<file path="src/rtl/gpio_input_conditioner.sv">
// gpio_input_conditioner: per-bit 2-flop synchroniser, debounce counter, edge
// event latching with a level interrupt, and an iomem slave register window.
// Optional event counter at offset 0x10 is built when GPIO_COND_EVCNT_EN is defined.
module gpio_input_conditioner #(
  parameter int          WIDTH      = 16,
  parameter int          DEB_CYCLES = 50000,
  parameter int          CNT_W      = 16,
  parameter logic [7:0]  BASE       = 8'h07
) (
  input  logic             clk_i,
  input  logic             resetn,
  input  logic [WIDTH-1:0] raw_i,
  output logic [WIDTH-1:0] state_o,
  output logic             irq_o,
  input  logic             iomem_valid,
  output logic             iomem_ready,
  input  logic [3:0]       iomem_wstrb,
  input  logic [31:0]      iomem_addr,
  input  logic [31:0]      iomem_wdata,
  output logic [31:0]      iomem_rdata
);

  logic [WIDTH-1:0] s1, s2, stable, stable_nxt;
  logic [WIDTH-1:0] rise_en, fall_en, pending, pending_nxt;
  logic [WIDTH-1:0] rise, fall, events, wmask, wdata_w, clr;
  logic [CNT_W-1:0] cnt     [WIDTH];
  logic [CNT_W-1:0] cnt_nxt [WIDTH];
  logic             sel, acc, wr;
  logic [7:0]       off;
  logic [31:0]      lane_mask, rd_val;
  logic             unused_bits;
`ifdef GPIO_COND_EVCNT_EN
  logic [15:0]      evcnt;
  logic             evcnt_inc, evcnt_clr;
`endif

  // Debounce: a bit accepts a new level once it has differed for DEB_CYCLES cycles.
  always_comb begin
    stable_nxt = stable;
    for (int unsigned i = 0; i < WIDTH; i++) begin
      cnt_nxt[i] = '0;
      if (s2[i] != stable[i]) begin
        if (cnt[i] == CNT_W'(DEB_CYCLES - 1))
          stable_nxt[i] = s2[i];
        else
          cnt_nxt[i] = cnt[i] + CNT_W'(1);
      end
    end
  end

  assign rise   = stable_nxt & ~stable;
  assign fall   = ~stable_nxt & stable;
  assign events = (rise & rise_en) | (fall & fall_en);

  assign sel       = (iomem_addr[31:24] == BASE);
  assign acc       = iomem_valid && !iomem_ready && sel;
  assign wr        = acc && (|iomem_wstrb);
  assign off       = iomem_addr[7:0];
  assign lane_mask = {{8{iomem_wstrb[3]}}, {8{iomem_wstrb[2]}},
                      {8{iomem_wstrb[1]}}, {8{iomem_wstrb[0]}}};
  assign wmask     = lane_mask[WIDTH-1:0];
  assign wdata_w   = iomem_wdata[WIDTH-1:0];
  assign unused_bits = ^{iomem_addr[23:8], iomem_wdata, lane_mask};

  // Pending update: W1C first, then new events so a same-cycle event wins.
  always_comb begin
    clr = '0;
    if (wr && off == 8'h0C)
      clr = wdata_w & wmask;
    pending_nxt = (pending & ~clr) | events;
  end

  // Register read mux, sampled with pre-write values.
  always_comb begin
    rd_val = '0;
    case (off)
      8'h00: rd_val[WIDTH-1:0] = stable;
      8'h04: rd_val[WIDTH-1:0] = rise_en;
      8'h08: rd_val[WIDTH-1:0] = fall_en;
      8'h0C: rd_val[WIDTH-1:0] = pending;
`ifdef GPIO_COND_EVCNT_EN
      8'h10: rd_val[15:0]      = evcnt;
`endif
      default: rd_val = '0;
    endcase
  end

  // Synchroniser, debounced level and per-bit counters.
  always_ff @(posedge clk_i) begin
    if (!resetn) begin
      s1     <= '0;
      s2     <= '0;
      stable <= '0;
      for (int unsigned i = 0; i < WIDTH; i++) cnt[i] <= '0;
    end else begin
      s1     <= raw_i;
      s2     <= s1;
      stable <= stable_nxt;
      for (int unsigned i = 0; i < WIDTH; i++) cnt[i] <= cnt_nxt[i];
    end
  end

  // Control registers, pending flags and the one-cycle bus acknowledge.
  always_ff @(posedge clk_i) begin
    if (!resetn) begin
      rise_en     <= '0;
      fall_en     <= '0;
      pending     <= '0;
      iomem_ready <= 1'b0;
      iomem_rdata <= '0;
    end else begin
      pending <= pending_nxt;
      if (wr && off == 8'h04) rise_en <= (rise_en & ~wmask) | (wdata_w & wmask);
      if (wr && off == 8'h08) fall_en <= (fall_en & ~wmask) | (wdata_w & wmask);
      if (acc) begin
        iomem_ready <= 1'b1;
        iomem_rdata <= rd_val;
      end else begin
        iomem_ready <= 1'b0;
        iomem_rdata <= '0;
      end
    end
  end

`ifdef GPIO_COND_EVCNT_EN
  assign evcnt_inc = |(pending_nxt & ~pending);
  assign evcnt_clr = wr && (off == 8'h10);

  // Saturating event counter; a clear beats a coincident increment.
  always_ff @(posedge clk_i) begin
    if (!resetn)
      evcnt <= '0;
    else if (evcnt_clr)
      evcnt <= '0;
    else if (evcnt_inc && evcnt != 16'hFFFF)
      evcnt <= evcnt + 16'd1;
  end
`endif

  assign state_o = stable;
  assign irq_o   = |(pending & (rise_en | fall_en));

endmodule

</file>
<file path="config.mk">
export PLATFORM = sky130hd
export DESIGN_NAME = gpio_input_conditioner
export DESIGN_NICKNAME = d
export VERILOG_FILES = /design/src/rtl/gpio_input_conditioner.sv
export SDC_FILE = /design/constraint.sdc
export NUM_CORES = 1
export LEC_CHECK = 0
export ABC_AREA = 1
export CAP_MARGIN = 20
export CORE_MARGIN = 8
export CORE_UTILIZATION = 40
export DETAILED_ROUTE_END_ITERATION = 6
export GPL_TIMING_DRIVEN = 0
export PLACE_DENSITY = 0.56
export SYNTH_ARGS = -nofsm -noshare
export SYNTH_HDL_FRONTEND = slang
export SYNTH_SLANG_ARGS = --single-unit
export TNS_END_PERCENT = 30
</file>
<file path="constraint.sdc">
create_clock -name clk_i -period 3.4 [get_ports clk_i]
set_input_delay 0.85 -clock clk_i [delete_from_list [all_inputs] [get_ports clk_i]]
set_output_delay 0.85 -clock clk_i [all_outputs]
set_load 0.005 [all_outputs]
</file>
==> results.sh <==
export IMPL_status="finished, final reports clean"
export IMPL_viasPerCell=4.79
export IMPL_ys_ff_latch=369
export IMPL_cts_sinks=369
export IMPL_yosysTopAreaCellShare=0.406
export IMPL_postCtsSetupBuffers=0
export IMPL_die_h_um=229
export IMPL_cts_buffers=43
export IMPL_synth_ff_type="dfxtp_1"
export IMPL_power_density_nw_per_um2=435
export IMPL_holdBufCountCts=0
export IMPL_gp_congestion=0.857
export IMPL_reg2regPathDepth=6
export IMPL_grt_pass1_vias=15933
export IMPL_grt_pass1_wl_mm=79.1
export IMPL_clockBufferDepth=3
export IMPL_synth_area_leaders="dfxtp_1, nand2_1, nor2_1"
export IMPL_syn_to_final_growth_pct=16.9
export IMPL_crit_path_start_kind="input port"
export IMPL_power_w=0.00926
export IMPL_hp_class="flop to flop"
export IMPL_routed_wl_mm=48.2
export IMPL_drt_first_iter_violations=1217
export IMPL_irDropWorstVdd_mv=0.304
export IMPL_dp_cells=3456
export IMPL_drive_above_1_share=0.0430
export IMPL_critPathMaxStageDelay_ns=0.80
export IMPL_async_flop_share=0
export IMPL_port_buffers=86
export IMPL_cts_resized=0
export IMPL_worst_pin_slew_ns=1.08
export IMPL_r2r_start="iomem_ready"
export IMPL_rows=78
export IMPL_multi_input_area_um2=8880
export IMPL_cp_arrival_ns=3.71
export IMPL_fin_cells=3534
export IMPL_rsz0062_at_grt="false"
export IMPL_fillers=4562
export IMPL_power_leakage_nw=8.56
export IMPL_end_kind="flop"
export IMPL_grt_overflow=0
export IMPL_grt_antenna_before_repair=5
export IMPL_cts_clk_slew_worst_paths_ns=0.06
export IMPL_dp_hpwl_mm=35.6
export IMPL_max_slew_margin_rel=0.282
export IMPL_final_nets=3004
export IMPL_slew_viol_final=0
export IMPL_wire_per_inst_um=13.6
export IMPL_syn_inst=2755
export IMPL_die_area_um2=52600
export IMPL_seq_area_frac_synth=0.406
export IMPL_fin_crit_ns=3.27
export IMPL_path_class="input port to flop"
export IMPL_skew_ns=0.0299
export IMPL_setup_viol=0
export IMPL_drtPass1Iterations=6
export IMPL_path_max_fanout=10
export IMPL_r2r_end="iomem_rdata[13]"
export IMPL_tns_ns=0
export IMPL_startpoint="resetn"
export IMPL_drtAntennaViolNets=0
export IMPL_grt_max_degree=14
export IMPL_cp_cell_sequence="clkdlybuf4s50_1 -> inv_2 -> nor3_1 -> nand3_1 -> clkbuf_1 -> a31oi_1"
export IMPL_synth_top_area_cell="dfxtp_1"
export IMPL_min_from="s1[13]"
export IMPL_seq_area_um2=7390
export IMPL_core_area_um2=45200
export IMPL_fp_dieW_um=229
export IMPL_maxCapViolations=0
export IMPL_yosysUniqueCellTypes=46
export IMPL_period_share=0.963
export IMPL_drcViolationCount=0
export IMPL_clock_latency_ns=0.57
export IMPL_yosys_warnings=0
export IMPL_cp_required_ns=3.84
export IMPL_ios=137
export IMPL_synth_cell_area_um2=18200
export IMPL_synth_area_per_cell_um2=6.60
export IMPL_final_cell_mix="nand2_1, nor2_1, inv_1, dfxtp_1, nand3_1"
export IMPL_layout_commonest_cell="nand2_1"
export IMPL_cts_tree="done"
export IMPL_hold_viol=0
export IMPL_synth_edf_count=0
export IMPL_root_buffer="clkbuf_16"
export IMPL_dr_total_vias=16940
export IMPL_fmax_mhz=305
export IMPL_grt_usage=0.181
export IMPL_cp_endpoint="iomem_rdata[13]"
export IMPL_cts_htree_levels=2
export IMPL_initial_core_util=0.403
export IMPL_critical_path_slowest_cell="clkdlybuf4s50_1"
export IMPL_r2r_slack_ns=0.91
## worst max-delay path: cells and delay by family
family / cells / cell delay [ns]
buffers and inverters: 3 / 1.50
and+or+nand+nor: 2 / 0.94
AOI/OAI and AO/OA: 1 / 0.41
## flip-flops by register name, summed over array words and instances (netlist names), named ones only
| register | cells |
|---|---|
| cnt | 256 |
| iomem_rdata | 16 |
| pending | 16 |
| s1 | 16 |
| s2 | 16 |
| state_o | 16 |
| iomem_ready | 1 |
## stage by stage
| step | hold WS (ns) | worst slack, ns | utilization | area [um^2] |
|---|---|---|---|---|
| final | 0.410 | 0.126 | 0.471 | 21300 |
| after global routing | 0.436 | 0.0863 | 0.471 | 21300 |
| after CTS | 0.413 | 0.205 | 0.471 | 21300 |
| after detailed placement | 0.398 | -0.364 | 0.440 | 19900 |
| after global placement | 0.395 | -0.452 | 0.440 | 19900 |
| after floorplan | 0.390 | 1.28 | - | 18300 |
## worst min-delay path by stage
| stage | endpoint | slack (ns) | depth (start not counted) |
|---|---|---|---|
| floorplan | s2[0] | 0.39 | 2 |
| global placement | s2[13] | 0.39 | 2 |
| detailed placement | s2[13] | 0.40 | 2 |
| CTS | s2[13] | 0.41 | 2 |
| global route | s2[13] | 0.44 | 2 |
| finish | s2[13] | 0.41 | 2 |
## layer usage
layer / vias up / wire (um) / GRT usage
li1: 8956 / - / -
met4: 6 / 1490 / 0.0705
met2: 353 / 20900 / 0.284
met3: 81 / 3000 / 0.0365
met1: 7544 / 22700 / 0.241
met5: - / 36 / 0
## where the power goes
group / internal (W) / switching (W)
combinational: 0.000105 / 0.000157
sequential: 0.00435 / 0.0000128
clock: 0.00280 / 0.00184
## final cells by class
type	count	area share
Inverter	439	0.0774
Timing Repair Buffer	86	0.0405
Buffer	65	0.0161
Multi-Input combinational cell	1897	0.417
Antenna cell	2	0.000235
Clock inverter	12	0.00659
Clock buffer	64	0.0596
Sequential cell	369	0.347
Tap cell	600	0.0353
## synthesized netlist by cell type (18+ instances only)
| cell | n |
|---|---|
| nand2_1 | 643 |
| nor2_1 | 523 |
| inv_1 | 423 |
| dfxtp_1 | 369 |
| nand3_1 | 144 |
| a21oi_1 | 128 |
| nand4_1 | 91 |
| nor3_1 | 78 |
| nor3b_1 | 48 |
| xor2_1 | 36 |
| clkbuf_1 | 31 |
| o21ai_0 | 30 |
| o21a_1 | 22 |
| buf_4 | 18 |
## logic make-up (layout without fill, tap and decap cells)
family,after synthesis,in the layout,share of synthesized area
AND/OR/NAND/NOR,1573,1573,0.374
buffers and inverters,504,666,0.109
flip-flops,369,369,0.406
AO/OA/AOI/OAI,247,247,0.0777
XOR/XNOR,45,45,0.0217
adder cells (fa/ha/maj),16,16,0.0110
other,1,18,0.000206
(Power assumes the default switching activity.)
